[src/rtl/vliw_hazard_pkg.sv]
// vliw_hazard_pkg: shared FSM states, forwarding-select codes and helpers for the VLIW hazard controller.
package vliw_hazard_pkg;

    typedef enum logic [1:0] {RUN, LOAD_STALL, MEM_WAIT} state_t;

    localparam logic [1:0] FWD_REGFILE = 2'd0;
    localparam logic [1:0] FWD_P3_ALU  = 2'd1;
    localparam logic [1:0] FWD_P4_ALU  = 2'd2;
    localparam logic [1:0] FWD_P4_MEM  = 2'd3;

    localparam int MEM_TIMEOUT_DEF = 15;

    function automatic logic [15:0] sat_inc16(input logic [15:0] v, input logic en);
        return (en && !(&v)) ? v + 16'd1 : v;
    endfunction

endpackage

[src/rtl/vliw_fwd_sel.sv]
// vliw_fwd_sel: priority compare of one decode-stage source against the in-flight destinations.
module vliw_fwd_sel
    import vliw_hazard_pkg::*;
#(
    parameter int NREG_BITS = 3
) (
    input  logic [NREG_BITS-1:0] rs,
    input  logic                 use_rs,
    input  logic [NREG_BITS-1:0] p2_alu_rd,
    input  logic                 p2_alu_we,
    input  logic [NREG_BITS-1:0] p2_mem_rd,
    input  logic                 p2_mem_we,
    input  logic [NREG_BITS-1:0] p3_alu_rd,
    input  logic                 p3_alu_we,
    input  logic [NREG_BITS-1:0] p3_mem_rd,
    input  logic                 p3_mem_we,
    output logic [1:0]           sel,
    output logic                 p2_load_hit
);
    logic h2a, h2m, h3a, h3m;

    assign h2a = use_rs & p2_alu_we & (p2_alu_rd == rs);
    assign h2m = use_rs & p2_mem_we & (p2_mem_rd == rs);
    assign h3a = use_rs & p3_alu_we & (p3_alu_rd == rs);
    assign h3m = use_rs & p3_mem_we & (p3_mem_rd == rs);
    assign p2_load_hit = h2m;

    // Younger stage wins; within a stage the MEM slot wins. A p2 load cannot forward (stall instead).
    assign sel = h2m ? FWD_REGFILE :
                 h2a ? FWD_P3_ALU  :
                 h3m ? FWD_P4_MEM  :
                 h3a ? FWD_P4_ALU  : FWD_REGFILE;

endmodule

[src/rtl/vliw_hazard_ctrl.sv]
// vliw_hazard_ctrl: forwarding selects, load-use/store stalls, dmem wait and branch flush control.
// Optional perf counters (stall_load_cnt, stall_mem_cnt, flush_cnt, clear_cnt) under HAZARD_PERF_CNT_EN.
module vliw_hazard_ctrl
    import vliw_hazard_pkg::*;
#(
    parameter int MEM_TIMEOUT = MEM_TIMEOUT_DEF,
    parameter int NREG_BITS   = 3
) (
    input  logic                 clk,
    input  logic                 reset,
    input  logic [NREG_BITS-1:0] p1_alu_rn,
    input  logic [NREG_BITS-1:0] p1_alu_rm,
    input  logic [NREG_BITS-1:0] p1_mem_rn,
    input  logic [NREG_BITS-1:0] p1_mem_rd,
    input  logic                 p1_alu_useRm,
    input  logic                 p1_memWrite,
    input  logic                 p1_valid,
    input  logic [NREG_BITS-1:0] p2_alu_rd,
    input  logic [NREG_BITS-1:0] p2_mem_rd,
    input  logic                 p2_alu_regWrite,
    input  logic                 p2_mem_regWrite,
    input  logic [NREG_BITS-1:0] p3_alu_rd,
    input  logic [NREG_BITS-1:0] p3_mem_rd,
    input  logic                 p3_alu_regWrite,
    input  logic                 p3_mem_regWrite,
    input  logic                 branch_taken,
    input  logic                 dmem_ready,
    input  logic                 p3_memAccess,
    output logic [1:0]           f_alu_reg_rn_sel,
    output logic [1:0]           f_alu_reg_rm_sel,
    output logic [1:0]           f_mem_reg_rn_sel,
    output logic                 f_mem_reg_rd_sel,
    output logic                 p1_pipeline_regWrite,
    output logic                 p2_pipeline_regWrite,
    output logic                 p3_pipeline_regWrite,
    output logic                 p4_pipeline_regWrite,
    output logic                 ID_flush,
    output logic                 EX_flush,
    output logic                 err_mem_timeout
`ifdef HAZARD_PERF_CNT_EN
    ,
    input  logic                 clear_cnt,
    output logic [15:0]          stall_load_cnt,
    output logic [15:0]          stall_mem_cnt,
    output logic [15:0]          flush_cnt
`endif
);
    localparam logic [3:0] TO_LAST = 4'(MEM_TIMEOUT - 1);

    state_t     state;
    logic [3:0] cnt;
    logic       br_pend;
    logic [1:0] alu_rn_c, alu_rm_c, mem_rn_c;
    logic       lu_arn, lu_arm, lu_mrn;
    logic       rd_p2a, rd_p2m, rd_p3a, rd_p3m;
    logic       mem_rd_c, store_hz, hazard, mem_wait, br;

    vliw_fwd_sel #(.NREG_BITS(NREG_BITS)) u_alu_rn (
        .rs(p1_alu_rn), .use_rs(1'b1),
        .p2_alu_rd(p2_alu_rd), .p2_alu_we(p2_alu_regWrite),
        .p2_mem_rd(p2_mem_rd), .p2_mem_we(p2_mem_regWrite),
        .p3_alu_rd(p3_alu_rd), .p3_alu_we(p3_alu_regWrite),
        .p3_mem_rd(p3_mem_rd), .p3_mem_we(p3_mem_regWrite),
        .sel(alu_rn_c), .p2_load_hit(lu_arn)
    );

    vliw_fwd_sel #(.NREG_BITS(NREG_BITS)) u_alu_rm (
        .rs(p1_alu_rm), .use_rs(p1_alu_useRm),
        .p2_alu_rd(p2_alu_rd), .p2_alu_we(p2_alu_regWrite),
        .p2_mem_rd(p2_mem_rd), .p2_mem_we(p2_mem_regWrite),
        .p3_alu_rd(p3_alu_rd), .p3_alu_we(p3_alu_regWrite),
        .p3_mem_rd(p3_mem_rd), .p3_mem_we(p3_mem_regWrite),
        .sel(alu_rm_c), .p2_load_hit(lu_arm)
    );

    vliw_fwd_sel #(.NREG_BITS(NREG_BITS)) u_mem_rn (
        .rs(p1_mem_rn), .use_rs(1'b1),
        .p2_alu_rd(p2_alu_rd), .p2_alu_we(p2_alu_regWrite),
        .p2_mem_rd(p2_mem_rd), .p2_mem_we(p2_mem_regWrite),
        .p3_alu_rd(p3_alu_rd), .p3_alu_we(p3_alu_regWrite),
        .p3_mem_rd(p3_mem_rd), .p3_mem_we(p3_mem_regWrite),
        .sel(mem_rn_c), .p2_load_hit(lu_mrn)
    );

    assign rd_p2a = p2_alu_regWrite & (p2_alu_rd == p1_mem_rd);
    assign rd_p2m = p2_mem_regWrite & (p2_mem_rd == p1_mem_rd);
    assign rd_p3a = p3_alu_regWrite & (p3_alu_rd == p1_mem_rd);
    assign rd_p3m = p3_mem_regWrite & (p3_mem_rd == p1_mem_rd);

    // Store data can only be bypassed from the p3 ALU result; every other producer must stall.
    assign mem_rd_c = rd_p2a & ~rd_p2m;
    assign store_hz = p1_memWrite & (rd_p2m | (~rd_p2a & (rd_p3a | rd_p3m)));
    assign hazard   = p1_valid & (lu_arn | lu_arm | lu_mrn | store_hz);
    assign mem_wait = p3_memAccess & ~dmem_ready;
    assign br       = branch_taken | br_pend;

    always_ff @(posedge clk or posedge reset) begin
        if (reset) begin
            state                <= RUN;
            cnt                  <= 4'd0;
            br_pend              <= 1'b0;
            f_alu_reg_rn_sel     <= FWD_REGFILE;
            f_alu_reg_rm_sel     <= FWD_REGFILE;
            f_mem_reg_rn_sel     <= FWD_REGFILE;
            f_mem_reg_rd_sel     <= 1'b0;
            p1_pipeline_regWrite <= 1'b1;
            p2_pipeline_regWrite <= 1'b1;
            p3_pipeline_regWrite <= 1'b1;
            p4_pipeline_regWrite <= 1'b1;
            ID_flush             <= 1'b0;
            EX_flush             <= 1'b0;
            err_mem_timeout      <= 1'b0;
        end else begin
            ID_flush <= 1'b0;
            case (state)
                RUN: begin
                    if (mem_wait) begin
                        state   <= MEM_WAIT;
                        cnt     <= 4'd0;
                        br_pend <= branch_taken;
                        {p1_pipeline_regWrite, p2_pipeline_regWrite,
                         p3_pipeline_regWrite, p4_pipeline_regWrite} <= 4'b0000;
                    end else if (hazard) begin
                        state                <= LOAD_STALL;
                        br_pend              <= branch_taken;
                        p1_pipeline_regWrite <= 1'b0;
                        p2_pipeline_regWrite <= 1'b0;
                        EX_flush             <= 1'b1;
                    end else begin
                        ID_flush <= branch_taken;
                    end
                end
                LOAD_STALL: begin
                    state                <= RUN;
                    p1_pipeline_regWrite <= 1'b1;
                    p2_pipeline_regWrite <= 1'b1;
                    EX_flush             <= 1'b0;
                    ID_flush             <= br;
                    br_pend              <= 1'b0;
                end
                MEM_WAIT: begin
                    if (dmem_ready || cnt == TO_LAST) begin
                        state           <= RUN;
                        cnt             <= 4'd0;
                        ID_flush        <= br;
                        br_pend         <= 1'b0;
                        err_mem_timeout <= err_mem_timeout | ~dmem_ready;
                        {p1_pipeline_regWrite, p2_pipeline_regWrite,
                         p3_pipeline_regWrite, p4_pipeline_regWrite} <= 4'b1111;
                    end else begin
                        cnt     <= cnt + 4'd1;
                        br_pend <= br;
                    end
                end
                default: state <= RUN;
            endcase
            // The bubble entering EX carries no forwarding; selects otherwise follow the p2 enable.
            if (state == RUN && !mem_wait && hazard) begin
                f_alu_reg_rn_sel <= FWD_REGFILE;
                f_alu_reg_rm_sel <= FWD_REGFILE;
                f_mem_reg_rn_sel <= FWD_REGFILE;
                f_mem_reg_rd_sel <= 1'b0;
            end else if (p2_pipeline_regWrite) begin
                f_alu_reg_rn_sel <= alu_rn_c;
                f_alu_reg_rm_sel <= alu_rm_c;
                f_mem_reg_rn_sel <= mem_rn_c;
                f_mem_reg_rd_sel <= mem_rd_c;
            end
        end
    end

`ifdef HAZARD_PERF_CNT_EN
    always_ff @(posedge clk or posedge reset) begin
        if (reset || clear_cnt) begin
            stall_load_cnt <= 16'd0;
            stall_mem_cnt  <= 16'd0;
            flush_cnt      <= 16'd0;
        end else begin
            stall_load_cnt <= sat_inc16(stall_load_cnt, state == LOAD_STALL);
            stall_mem_cnt  <= sat_inc16(stall_mem_cnt, state == MEM_WAIT);
            flush_cnt      <= sat_inc16(flush_cnt, ID_flush);
        end
    end
`endif

endmodule

[config.mk]
export PLATFORM = sky130hd
export DESIGN_NAME = vliw_hazard_ctrl
export DESIGN_NICKNAME = d
export VERILOG_FILES = /design/src/rtl/vliw_hazard_pkg.sv /design/src/rtl/vliw_fwd_sel.sv /design/src/rtl/vliw_hazard_ctrl.sv
export SDC_FILE = /design/constraint.sdc
export NUM_CORES = 1
export LEC_CHECK = 0
export CAP_MARGIN = 20
export CORE_UTILIZATION = 30
export CTS_CLUSTER_DIAMETER = 120
export DETAILED_ROUTE_END_ITERATION = 6
export GPL_TIMING_DRIVEN = 1
export SKIP_LAST_GASP = 1
export SYNTH_ARGS = -nofsm -noshare
export SYNTH_HDL_FRONTEND = slang
export SYNTH_SLANG_ARGS = --single-unit
[constraint.sdc]
create_clock -name clk -period 3.09 [get_ports clk]
set_input_delay 0.7725 -clock clk [delete_from_list [all_inputs] [get_ports clk]]
set_output_delay 0.7725 -clock clk [all_outputs]
set_load 0.01 [all_outputs]
After elaboration in Yosys (flattened, before gate mapping)

Index checks and enable logic that the tools add are counted.
W data, S select, Z words.

Add/sub/neg operators: 1
Equal/unequal tests: 24
Muxes and demuxes: 44
Bitwise logic cells: 35
Reduce and logical (&&, ||, !) cells: 16

Operators with widths:

| cell                  | count |
|---|---|
| $eq A3 B3 Y1          | 16 |
| $mux W2               | 21 |
| $and A1 B1 Y1         | 25 |
| $mux W1               | 14 |
| $pmux W1 S3           | 3 |
| $reduce_and A3 Y1     | 3 |
| $mux W4               | 2 |
| $ne A2 B2 Y1 const B  | 4 |
| $pmux W4 S2           | 1 |
| $reduce_and A2 Y1     | 4 |
| $or A1 B1 Y1          | 7 |
| $reduce_bool A2 Y1    | 3 |
| $add A4 B1 Y4 const B | 1 |
| $eq A4 B4 Y1 const B  | 1 |
| $pmux W1 S2           | 2 |
| $pmux W2 S2           | 1 |
| $ne A3 B3 Y1 const B  | 1 |
| $not A1 Y1            | 3 |
| $reduce_bool A3 Y1    | 1 |
| $eq A2 B1 Y1 const B  | 1 |
| $eq A2 B2 Y1 const B  | 1 |
| $logic_and A1 B1 Y1   | 2 |
| $logic_not A2 Y1      | 1 |
| $logic_not A1 Y1      | 1 |
| $logic_or A1 B1 Y1    | 1 |

Bits in registers: 19
Input port bits: 36
Output and inout port bits: 14
Word-level logic and storage cells: 132

Logic depth before layout (Yosys ltp)

Word-level depth: 11
Gate-level depth with buffers: 9
Depth with buffers taken out: 8

Cells and area by module

Synthesis repeated with hierarchy kept, for this count alone.

Cell total of the unflattened synthesis: 203
Area total of the unflattened synthesis: 1881.8 µm²

Modules (own cells, without submodules):

| module           | times used | cells an instance | area an instance (µm²) | sequential area each (µm²) |
|---|---|---|---|---|
| vliw_hazard_ctrl | 1          | 134               | 1333.8                 | 478.0 |
| vliw_fwd_sel     | 3          | 23                | 182.7                  | 0.0 |

Worst setup path after synthesis

Ideal clock, no wire load.

Path kind: input -> register
Start point: in p2_mem_rd[2]
End point: reg p2_pipeline_regWrite
Library setup time: 0.085 ns
Arrival: 2.152 ns
Required time: 3.005 ns
Slack: 0.853 ns
Cell stages on the path: 6
Path buffers: 0
Cell sequence: xor2_1 or4_4 a31oi_4 a211oi_2 nor3_2 mux2_1

Cells in the longest elaborated chain, start to end: 8
Elaborated cells on any way between the ends: 16
Classes of those cells: eq/ne (5); bitwise (10); reduce/logical (1)

Ends and longest elaborated chain:

| element                                              | RTL line                                       | RTL |
|---|---|---|
| start, declared                                      | vliw_hazard_ctrl.sv:19                         | `input logic [NREG_BITS-1:0] p2_mem_rd,` |
| $eq A3 B3 Y1 (on tied branches)                      | vliw_fwd_sel.sv:23, vliw_hazard_ctrl.sv:86     |  |
| $and A1 B1 Y1 (on tied branches)                     | vliw_fwd_sel.sv:23, vliw_hazard_ctrl.sv:86     |  |
| $or A1 B1 Y1 (on tied branches)                      | vliw_hazard_ctrl.sv:93, vliw_hazard_ctrl.sv:92 |  |
| $or A1 B1 Y1 / $and A1 B1 Y1 (equally long branches) | vliw_hazard_ctrl.sv:93, vliw_hazard_ctrl.sv:92 |  |
| $or A1 B1 Y1 *                                       | vliw_hazard_ctrl.sv:93                         | `assign hazard = p1_valid & (lu_arn \| lu_arm \| lu_mrn \| store_hz);` |
| $and A1 B1 Y1 *                                      | vliw_hazard_ctrl.sv:93                         |  |
| $ne A3 B3 Y1 (no source line) *                      | -                                              |  |
| $reduce_and A3 Y1 (no source line) *                 | -                                              |  |
| end signal, assigned                                 | vliw_hazard_ctrl.sv:107                        | `p2_pipeline_regWrite <= 1'b1;` |
| end signal, assigned                                 | vliw_hazard_ctrl.sv:127                        | `p2_pipeline_regWrite <= 1'b0;` |
| end signal, assigned                                 | vliw_hazard_ctrl.sv:136                        | `p2_pipeline_regWrite <= 1'b1;` |
| end, declared                                        | vliw_hazard_ctrl.sv:34                         | `output logic p2_pipeline_regWrite,` |

Every way passes the cells marked *; elsewhere a longest branch is shown, timed or not.
A chain may end at the register's enable or synchronous reset.

Final worst setup path

Start point: in p2_mem_rd[0]
End point: reg EX_flush

Cells in the longest elaborated chain, start to end: 8
Elaborated cells on any way between the ends: 16
Classes of those cells: eq/ne (5); bitwise (10); reduce/logical (1)

Ends and longest elaborated chain:

| element                                              | RTL line                                       | RTL |
|---|---|---|
| $eq A3 B3 Y1 (on tied branches)                      | vliw_fwd_sel.sv:23, vliw_hazard_ctrl.sv:86     |  |
| $and A1 B1 Y1 (on tied branches)                     | vliw_fwd_sel.sv:23, vliw_hazard_ctrl.sv:86     |  |
| $or A1 B1 Y1 (on tied branches)                      | vliw_hazard_ctrl.sv:93, vliw_hazard_ctrl.sv:92 |  |
| $or A1 B1 Y1 / $and A1 B1 Y1 (equally long branches) | vliw_hazard_ctrl.sv:93, vliw_hazard_ctrl.sv:92 |  |
| $or A1 B1 Y1 *                                       | vliw_hazard_ctrl.sv:93                         |  |
| $and A1 B1 Y1 *                                      | vliw_hazard_ctrl.sv:93                         |  |
| $ne A2 B2 Y1 (no source line) *                      | -                                              |  |
| $reduce_and A3 Y1 (no source line) *                 | -                                              |  |
| end signal, assigned                                 | vliw_hazard_ctrl.sv:111                        | `EX_flush <= 1'b0;` |
| end signal, assigned                                 | vliw_hazard_ctrl.sv:128                        | `EX_flush <= 1'b1;` |
| end signal, assigned                                 | vliw_hazard_ctrl.sv:137                        | `EX_flush <= 1'b0;` |
| end, declared                                        | vliw_hazard_ctrl.sv:38                         | `output logic EX_flush,` |

Marks and branches as above.

==> results.sh <==
export IMPL_outcome="finished, final reports clean"
export IMPL_cts_setup_buffers=0
export IMPL_synth_top_cell_area_share_pct=24.8
export IMPL_syn_area_per_cell_um2=8.52
export IMPL_cts_htree_levels=1
export IMPL_synth_edff_count=0
export IMPL_dpl_cell_count=310
export IMPL_antenna_found_initial=0
export IMPL_slew_headroom_pct=49.4
export IMPL_drt_pass1_iterations=4
export IMPL_clock_sinks=19
export IMPL_synth_seq_cells=19
export IMPL_tightest_slew_ns=0.758
export IMPL_max_vdd_ir_drop_uv=208
export IMPL_p_leak_nw=0.921
export IMPL_first_global_vias=1499
export IMPL_postCtsHoldBufs=0
export IMPL_dp_hpwl_um=3530
export IMPL_fmax_mhz=374
export IMPL_wl_per_cell_um=13.8
export IMPL_globalRouteOverflowTotal=0
export IMPL_synthTopCellsByCount="xnor2_1, dfrtp_1, a21oi_1, nand2_1, nand4_1"
export IMPL_synth_top_area_cell="dfrtp_1"
export IMPL_yosysMostFrequentCell="xnor2_1"
export IMPL_portBuffers=49
export IMPL_num_rows=27
export IMPL_crit_path_end_kind="register"
export IMPL_power_frac_seq_pct=35.2
export IMPL_hold_viol=0
export IMPL_setup_tns_ns=0
export IMPL_powerDensity_mw_per_mm2=501
export IMPL_start_util_pct=31.1
export IMPL_yosysUniqueCellTypes=42
export IMPL_synth_nets=244
export IMPL_netlist_top_cells_area="dfrtp_1, xnor2_1, ha_1"
export IMPL_path_clk_slew_ns=0.07
export IMPL_hp_class="reg2reg"
export IMPL_avgViaCountPerCell=4.75
export IMPL_drtAntennaViolNets=0
export IMPL_slew_violations=0
export IMPL_combPwrFrac_pct=49.7
export IMPL_instances_no_fill=314
export IMPL_num_antenna_cells=0
export IMPL_syn_to_final_growth_pct=34.6
export IMPL_clock_path_buffers=2
export IMPL_rsz0062_at_grt="no"
export IMPL_cts_buffers=3
export IMPL_design_core_area_mm2=0.00551
export IMPL_start_kind="input port"
export IMPL_syn_area_mm2=0.00171
export IMPL_fin_worst_skew_ns=0.00604
export IMPL_fin_total_pwr_w=0.00116
export IMPL_clk_latency_ns=0.26
export IMPL_nets=286
export IMPL_routed_wl_um=4340
export IMPL_fin_crit_ns=2.67
export IMPL_dpl_cell_area_mm2=0.00226
export IMPL_place_gp_congestion=0.851
export IMPL_p_switching_w=0.000428
export IMPL_dr_first_iter_drc_count=87
export IMPL_yosysSeqAreaShare_pct=27.9
export IMPL_grtUsageTotal_pct=15.4
export IMPL_report_final_setup_viol=0
export IMPL_dieWidth_um=77.6
export IMPL_post_route_cell_area_mm2=0.00230
export IMPL_via_count=1490
export IMPL_cts_resized=0
export IMPL_grt_max_degree=20
export IMPL_synthCells=201
export IMPL_io_pins=50
export IMPL_fin_crit_sh_pct=86.5
export IMPL_grt_pass1_wl_um=7260
export IMPL_final_layout_size_suffix_gt1_share_pct=8.68
export IMPL_p_clk_share_pct=15.0
export IMPL_die_h_um=77.6
export IMPL_max_cap_viol_count=0
export IMPL_ys_flop_type="dfrtp_1"
export IMPL_cts_root_buf="clkbuf_8"
export IMPL_fillers=558
export IMPL_async_flop_share_pct=100
export IMPL_required_ns=3.23
export IMPL_path_max_fanout=10
export IMPL_cts_tree="built"
export IMPL_crit_type="in2reg"
export IMPL_drc=0
export IMPL_die_area_mm2=0.00602
export IMPL_internal_power_w=0.000727
export IMPL_yosysWarnings=0
export IMPL_arrival_ns=2.82
export IMPL_p_sw_share_pct=37.1
-- stage by stage --
stage,hold slack (ns),util (%),setup slack [ns]
after CTS,0.490,41.9,0.416
final,0.481,41.9,0.418
after global placement,0.470,41.0,0.205
after detailed placement,0.473,41.0,0.167
after floorplan,0.471,-,0.853
after global routing,0.506,41.9,0.319
-- registers in the layout (all words and copies together), names as in the netlist, 2 cells and up --
signal / count
f_mem_reg_rn_sel: 2
cnt: 4
f_alu_reg_rm_sel: 2
f_alu_reg_rn_sel: 2
state: 2
-- metal layers --
metal / up-vias / track usage, % / part of all wire [%]
li1: 772 / - / -
met1: 668 / 19.6 / 47
met2: 42 / 26.7 / 48
met3: 8 / 1.29 / 2.7
met4: 0 / 6.23 / 2.2
met5: - / 0 / 0
-- layout by cell type (no fill, tap or decap), drive strengths merged, types with 7 or more instances in the layout --
master         netlist  routed
nand3                8       8
o21ai                9       9
nand2b               8       8
xnor2               38      38
a21oi               15      15
inv                  8       8
xor2                10      10
nand2               15      15
nand4               14      14
ha                   7       7
dfrtp               17      17
buf                  8      10
clkdlybuf4s50        0      49
-- power by group through the flow --
stage	Combinational (W)	Clock [W]	Sequential, W
finish	0.000575	0.000174	0.000407
global route	0.000640	0.000185	0.000422
CTS	0.000579	0.000176	0.000408
detailed placement	0.000575	0	0.000413
global placement	0.000568	0	0.000411
floorplan	0.000347	0	0.000408
-- worst paths after layout --
check                      slack [ns]         endpoint            start  cells after the start
hold reg to reg                  0.48  err_mem_timeout  err_mem_timeout                      1
hold / removal                   0.48  err_mem_timeout  err_mem_timeout                      1
setup / recovery                 0.42         EX_flush     p2_mem_rd[0]                      7
setup reg to reg                 1.12         EX_flush         state[1]                      8
min in group asynchronous        0.95         state[1]            reset                      2
max in group asynchronous        1.66         EX_flush            reset                      2
-- area by class of cell --
type / instances / area [µm²] / area share [%]
clock buffers: 4 / 45.0 / 1.95
flip-flops and latches: 19 / 478 / 20.7
multi-input cells: 152 / 1100 / 47.6
inverters: 8 / 30.0 / 1.30
repair buffers: 59 / 566 / 24.5
well taps: 72 / 90.1 / 3.91
-- cell families (layout without fill, tap and decap cells) --
kind of cell | Yosys count | after routing | share of synthesized area (%)
adders and majority gates | 7 | 7 | 5.11
DFF | 19 | 19 | 27.9
AOI/OAI and AO/OA | 38 | 38 | 14.8
and+or+nand+nor | 58 | 58 | 18.9
buffers and inverters | 30 | 71 | 8.11
muxes | 1 | 1 | 0.657
xor gates and xnor gates | 48 | 48 | 24.5
-- critical path, cell delays in order --
cell and delay [ns]:
clkdlybuf4s50_1 0.52, xor2_1 0.20, or4_4 0.56, a311oi_1 0.25, a21o_1 0.33, o21ai_2 0.08
o21a_1 0.11
Note: power is estimated with default switching activity, not from simulation.
